[src/rtl/decoder_pkg.sv]
// Shared widths, code/one-hot types and a reference one-hot helper for the
// registered 3-to-8 decoder.
package decoder_pkg;

   localparam int DEC_IN_W  = 3;
   localparam int DEC_OUT_W = 8;

   typedef logic [DEC_IN_W-1:0]  dec_code_t;
   typedef logic [DEC_OUT_W-1:0] dec_onehot_t;

   // Unsigned shift of a single 1 into the position named by the code.
   function automatic dec_onehot_t to_onehot(input dec_code_t code);
      dec_onehot_t result;
      result       = '0;
      result[code] = 1'b1;
      return result;
   endfunction

endpackage

[src/rtl/decoder_onehot_comb.sv]
// Combinational binary-to-one-hot stage feeding the decoder's output register.
// Each output line compares the code against its own index, so exactly one
// line is high for any defined code.
module decoder_onehot_comb
   import decoder_pkg::*;
#(
   parameter  int IN_W  = DEC_IN_W,
   localparam int OUT_W = 2 ** IN_W
) (
   input  logic [IN_W-1:0]  in,
   output logic [OUT_W-1:0] out
);

   genvar gi;
   generate
      for (gi = 0; gi < OUT_W; gi = gi + 1) begin : g_line
         assign out[gi] = (in == IN_W'(gi));
      end
   endgenerate

endmodule

[src/rtl/decoder_3to8.sv]
// Registered 3-to-8 one-hot decoder with an input-valid qualifier.
// One cycle of latency, full throughput, asynchronous active-high reset.
// Build option: define DECODER_HOLD_EN to keep the last decode on out while
// valid is low; without it out clears to zero on every idle edge.
module decoder_3to8
   import decoder_pkg::*;
#(
   parameter  int IN_W  = DEC_IN_W,
   localparam int OUT_W = 2 ** IN_W
) (
   input  logic             clk,
   input  logic             rst,
   input  logic             valid,
   input  logic [IN_W-1:0]  in,
   output logic [OUT_W-1:0] out,
   output logic             out_valid
);

   logic [OUT_W-1:0] decode_next;

   decoder_onehot_comb #(
      .IN_W (IN_W)
   ) u_onehot (
      .in  (in),
      .out (decode_next)
   );

   // Output register: reset clears at once; otherwise capture the decode
   // whenever valid is high, and track valid in out_valid.
   always_ff @(posedge clk or posedge rst) begin
      if (rst) begin
         out       <= '0;
         out_valid <= 1'b0;
      end else begin
         out_valid <= valid;
`ifdef DECODER_HOLD_EN
         if (valid) begin
            out <= decode_next;
         end
`else
         // Select zero when idle so an unknown code cannot leak through.
         out <= valid ? decode_next : '0;
`endif
      end
   end

endmodule

[config.mk]
export PLATFORM = sky130hd
export DESIGN_NAME = decoder_3to8
export DESIGN_NICKNAME = d
export VERILOG_FILES = /design/src/rtl/decoder_pkg.sv /design/src/rtl/decoder_onehot_comb.sv /design/src/rtl/decoder_3to8.sv
export SDC_FILE = /design/constraint.sdc
export NUM_CORES = 1
export LEC_CHECK = 0
export ABC_AREA = 1
export CORE_AREA = 3 3 40 42
export CTS_CLUSTER_SIZE = 28
export DETAILED_ROUTE_END_ITERATION = 10
export DIE_AREA = 0 0 43 45
export MAX_ROUTING_LAYER = met4
export PLACE_DENSITY = 0.59
export SLEW_MARGIN = 20
export SYNTH_ARGS = -nofsm -noshare
export SYNTH_HDL_FRONTEND = slang
export SYNTH_SLANG_ARGS = --single-unit
[constraint.sdc]
create_clock -name clk -period 0.8 [get_ports clk]
set_input_delay 0.08 -clock clk [delete_from_list [all_inputs] [get_ports clk]]
set_output_delay 0.08 -clock clk [all_outputs]
set_load 0.02 [all_outputs]
==> metrics.cfg, run 1 <==
[routing]
wl_um = 468
dr.pass1.iters = 2
drt-vias-per-instance = 3.55
route.vias.total = 213
drt_iter0_drc = 1
antenna_left = 0
wl_per_cell_um = 7.80
route.detailed.drc = 0

[cells_and_area]
fin_nets = 52
area_delta_synth_final_pct = 67.5
final_area_um2 = 490
drive_gt1_share_pct = 28.9
antennaDiodeCount = 0

[global_route]
grt_use_total_pct = 6.35
grt_max_degree = 10
grt_antenna_before_repair = 0
grt-ovfl-total = 0
first_global_vias = 204
grt_pass1_wl_um = 807

[clock_tree]
cts_made_buffers = 3
cts-resized-gates = 54
clock-sinks = 9
htreeDepth = 1
cts-root-buf = clkbuf_4
cts_setup_buffers = 0
cts-hold-fix-buffers = 0
clock_path_buffers = 2
clk_pin_slew_worst_paths_ns = 0.06
tritoncts = built

[run]
maxCapViolCount = 0

[timing]
fin_hold_ws_ns = 0.0642
maxSlewViolCount = 0
tightest_slew_ns = 0.313
min_period_over_period_pct = 105
max_freq_mhz = 1190
final_hold_viol_count = 0
setup-violations-final = 9
rsz0062_at_grt = true
max_slew_margin_pct = 79.1
setup_ws_ns = -0.0423
post-route-min-period_ns = 0.842

[run_status]
status = complete, but fails checks
violations = setup timing

[synth]
ys_types = 4
ys_ff_latch = 9
synthCells = 27
synth.area.top_cells = dfrtp_1 77%, nor2_1 10%, nand2_1 7.7%, inv_1 5.1%
syn-num-nets = 33
syn_avg_cell_area_um2 = 10.8
synth_flop_cell = dfrtp_1
synth_edf_count = 0
syn_area_um2 = 293
synth_top_area_share_pct = 76.9
ys_seq_area_share_pct = 76.9
synth.most_common_cell = dfrtp_1
ys_async_sr_fraction_pct = 100
yosys-top-cells-count = 9 x dfrtp_1, 8 x nor2_1, 6 x nand2_1
synth_area_leader_cell = dfrtp_1
yosysWarnings = 0

[floorplanning]
die_width_um = 43
num_rows = 13
start_util_pct = 22.8
die_area_um2 = 1940
io_pins = 15
coreArea_um2 = 1280
chipHeight_um = 45

[critical_path]
crit_chain = buf_6
crit_type = reg2out
cp_num_buf_inv = 1
crit_path_end_kind = primary output
cpPeakStageDelay_ns = 0.37
cp_top_family = flip-flops
path_max_fanout = 1
cp-start-kind = register
worst_path_max_delay_cell = dfrtp_1
arrival_ns = 0.76
critical_path_required_ns = 0.72

[place]
post-place-ws_ns = -0.187
hpwl_um = 386
io_buffers = 14
post_dp_cell_area_um2 = 452
gp_congestion = 0.725

[pwr]
p_int_uw = 704
seqPwrFrac_pct = 51.6
pwr-share-clk_pct = 37.1
vdd_drop_max_mv = 0.699
p_comb_share_pct = 11.2
powerDensity_nw_per_um2 = 1870
p_leak_nw = 0.260
netSwitchingFraction_pct = 23.2
p_sw_uw = 212

[worst_hold_path]
min_path_type = in2async

## worst max-delay path by stage
| stage | startpoint | to | slack (ns) | cells after the start |
|---|---|---|---|---|
| after global routing | out[3]$_DFF_PP0_ | out[3] | -0.1 | 1 |
| after CTS | out[3]$_DFF_PP0_ | out[3] | -0.06 | 1 |
| after floorplan | out[0]$_DFF_PP0_ | out[0] | 0.30 | 0 |
| final | out[3]$_DFF_PP0_ | out[3] | -0.04 | 1 |
| after global placement | out[2]$_DFF_PP0_ | out[2] | -0.18 | 1 |
| after detailed placement | out[3]$_DFF_PP0_ | out[3] | -0.19 | 1 |
## per-stage QoR
step / std cells / utilization (%) / setup TNS, ns / power (mW)
CTS: 60 / 38.2 / -0.466 / 0.939
global placement: 56 / 35.2 / -2.22 / 0.581
detailed placement: 56 / 35.2 / -2.22 / 0.582
finish: 60 / 38.2 / -0.327 / 0.917
global route: 60 / 38.2 / -0.664 / 0.974
floorplan: 27 / - / 0 / 0.523
## placed cells by master, fill, tap and decap left out
cell type        n
buf_6            9
clkbuf_4         3
clkdlybuf4s50_1  5
clkinv_2         1
dfrtp_1          9
inv_1            4
nand2_1          6
nor2_1           8
## cell type report
class                           count  area [µm²]
Clock buffer                        3        22.5
Clock inverter                      1        5.00
Fill cell                         128         795
Inverter                            4        15.0
Multi-Input combinational cell     14        52.6
Sequential cell                     9         225
Tap cell                           15        18.8
Timing Repair Buffer               14         151
## routing by layer
metal,global-route usage (%),part of all wire [%]
met3,3.19,15
met5,-,0
met1,7.02,40
met4,7.23,3.2
met2,7.49,42
## sequential cells by signal, summed over array words and instances, names as in the netlist
register	flops
out	8
out_valid	1
## logic make-up (layout without fill, tap and decap cells)
group | Yosys count | in the layout | share of synthesized area, %
flip-flops | 9 | 9 | 76.9
AND/OR/NAND/NOR | 14 | 14 | 17.9
buffers and inverters | 4 | 22 | 5.13
## power groups by stage
stage / Combinational [mW] / Clock [mW] / Sequential [mW]
2_1_floorplan: 0.0262 / 0 / 0.497
3_3_place_gp: 0.102 / 0 / 0.479
6_report: 0.103 / 0.340 / 0.473
3_5_place_dp: 0.102 / 0 / 0.479
5_1_grt: 0.113 / 0.387 / 0.475
4_1_cts: 0.105 / 0.360 / 0.474
(Power assumes the default switching activity.)
==> run 2, diff against run 1 <==
--- a/config.mk
+++ b/config.mk
@@ -6,10 +6,11 @@
 export NUM_CORES = 1
 export LEC_CHECK = 0
 export ABC_AREA = 1
-export CORE_AREA = 3 3 40 42
+export CAP_MARGIN = 40
+export CORE_AREA = 2 2 39 41
 export CTS_CLUSTER_SIZE = 28
 export DETAILED_ROUTE_END_ITERATION = 10
-export DIE_AREA = 0 0 43 45
+export DIE_AREA = 0 0 41 43
 export MAX_ROUTING_LAYER = met4
 export PLACE_DENSITY = 0.59
 export SLEW_MARGIN = 20
==> metrics.cfg, run 2 (synthesis gave the netlist of run 1 again) <==
[critical_path]
cp_top_family = flip-flops
arrival_ns = 0.76  ; about the same
critical_path_required_ns = 0.72  ; about the same
crit_type = reg2out
path_max_fanout = 1  ; unchanged
worst_path_max_delay_cell = dfrtp_1
cpPeakStageDelay_ns = 0.37  ; about the same
cp_num_buf_inv = 1  ; unchanged
cp-start-kind = register
crit_path_end_kind = primary output
crit_chain = buf_6

[routing]
wl_per_cell_um = 7.34  ; -5.8%
route.vias.total = 219  ; +2.8%
drt-vias-per-instance = 3.59  ; +1.1%
dr.pass1.iters = 4  ; +2
route.detailed.drc = 0  ; unchanged
antenna_left = 0  ; unchanged
wl_um = 448  ; -4.3%
drt_iter0_drc = 2  ; +1

[timing]
min_period_over_period_pct = 105  ; -0.34 points
maxSlewViolCount = 0  ; unchanged
setup-violations-final = 9  ; unchanged
tightest_slew_ns = 0.313  ; -0.000280 ns
post-route-min-period_ns = 0.840  ; -0.00274 ns
rsz0062_at_grt = true
setup_ws_ns = -0.0395  ; +0.00274 ns
max_slew_margin_pct = 79.1  ; about the same
max_freq_mhz = 1190  ; +0.33%
final_hold_viol_count = 0  ; unchanged

[cells_and_area]
area_delta_synth_final_pct = 67.5  ; unchanged
antennaDiodeCount = 0  ; unchanged
fin_nets = 52  ; unchanged
final_cell_mix = 9 x dfrtp_1, 9 x buf_6, 8 x nor2_1, 6 x nand2_1, 5 x clkdlybuf4s50_1
largest_reg_flops = 8  ; unchanged
largest-register = out
reg_top3 = out x8, out_valid x1
drive_gt1_share_pct = 26.7  ; -2.2 points

[pwr]
vdd_drop_max_mv = 0.630  ; -9.8%
powerDensity_nw_per_um2 = 1870  ; about the same
p_leak_nw = 0.257  ; -1.0%
total_power_uw = 917  ; about the same

[place]
post-place-ws_ns = -0.185  ; +0.00164 ns
hpwl_um = 371  ; -3.9%
gp_congestion = 0.725  ; about the same
io_buffers = 14  ; unchanged

[worst_hold_path]
min_path_type = in2async

[global_route]
grt_use_total_pct = 7.38  ; +1.0 points
grt_antenna_before_repair = 0  ; unchanged
grt_pass1_wl_um = 786  ; -2.6%
grt_max_degree = 10  ; unchanged
first_global_vias = 202  ; -0.98%
grt-ovfl-total = 0  ; unchanged

[floorplanning]
coreArea_um2 = 1380  ; +7.7%
die_area_um2 = 1760  ; -8.9%
die_width_um = 41  ; -4.7%
num_rows = 14  ; +1
chipHeight_um = 43  ; -4.4%
start_util_pct = 21.2  ; -1.6 points
io_pins = 15  ; unchanged

[run]
maxCapViolCount = 0  ; unchanged

[clock_tree]
clock_path_buffers = 2  ; unchanged
htreeDepth = 1  ; unchanged
cts_made_buffers = 3  ; unchanged
cts-root-buf = clkbuf_4
tritoncts = built
cts_setup_buffers = 0  ; unchanged
cts-hold-fix-buffers = 0  ; unchanged
cts-resized-gates = 54  ; unchanged
clk_pin_slew_worst_paths_ns = 0.06  ; about the same
clock-sinks = 9  ; unchanged

[run_status]
violations = setup timing
status = complete, but fails checks

==> run 2: area by class of cell <==
| class | instances | area, µm² |
|---|---|---|
| clock buffers | 4 | 26.3 |
| fillers | 145 | 893 |
| inverters | 4 | 15.0 |
| multi-input cells | 14 | 52.6 |
| flip-flops and latches | 9 | 225 |
| well taps | 16 | 20.0 |
| repair buffers | 14 | 151 |
==> run 2: per-stage QoR <==
stage	area (µm²)	std cells	hold WS, ns	utilization (%)	TNS (ns)
2_1_floorplan	293	27	-0.0921	-	0
3_3_place_gp	453	57	0.351	32.7	-2.26
3_5_place_dp	453	57	0.355	32.7	-2.31
4_1_cts	490	61	0.0760	35.4	-0.388
5_1_grt	490	61	0.136	35.4	-0.505
6_report	490	61	0.0666	35.4	-0.291
==> run 2: final timing paths <==
path,from,endpoint,slack (ns),depth (start not counted)
max in group asynchronous,rst,out[5]$_DFF_PP0_,0.50,2
min in group clk,valid,out_valid$_DFF_PP0_,0.32,1
hold / removal,rst,out[6]$_DFF_PP0_,0.07,2
setup / recovery,out[0]$_DFF_PP0_,out[0],-0.04,1
==> run 2: per-layer routing <==
layer  wire, µm  GRT usage, %
met5          0             -
met4          0          8.00
met3         53          3.14
met2        197          8.13
met1        198          8.97
==> run 2: where the power goes <==
| part | total (mW) | internal [mW] | switching (mW) |
|---|---|---|---|
| sequential | 0.474 | 0.468 | 0.00560 |
| combinational | 0.103 | 0.0522 | 0.0508 |
| clock | 0.340 | 0.192 | 0.149 |
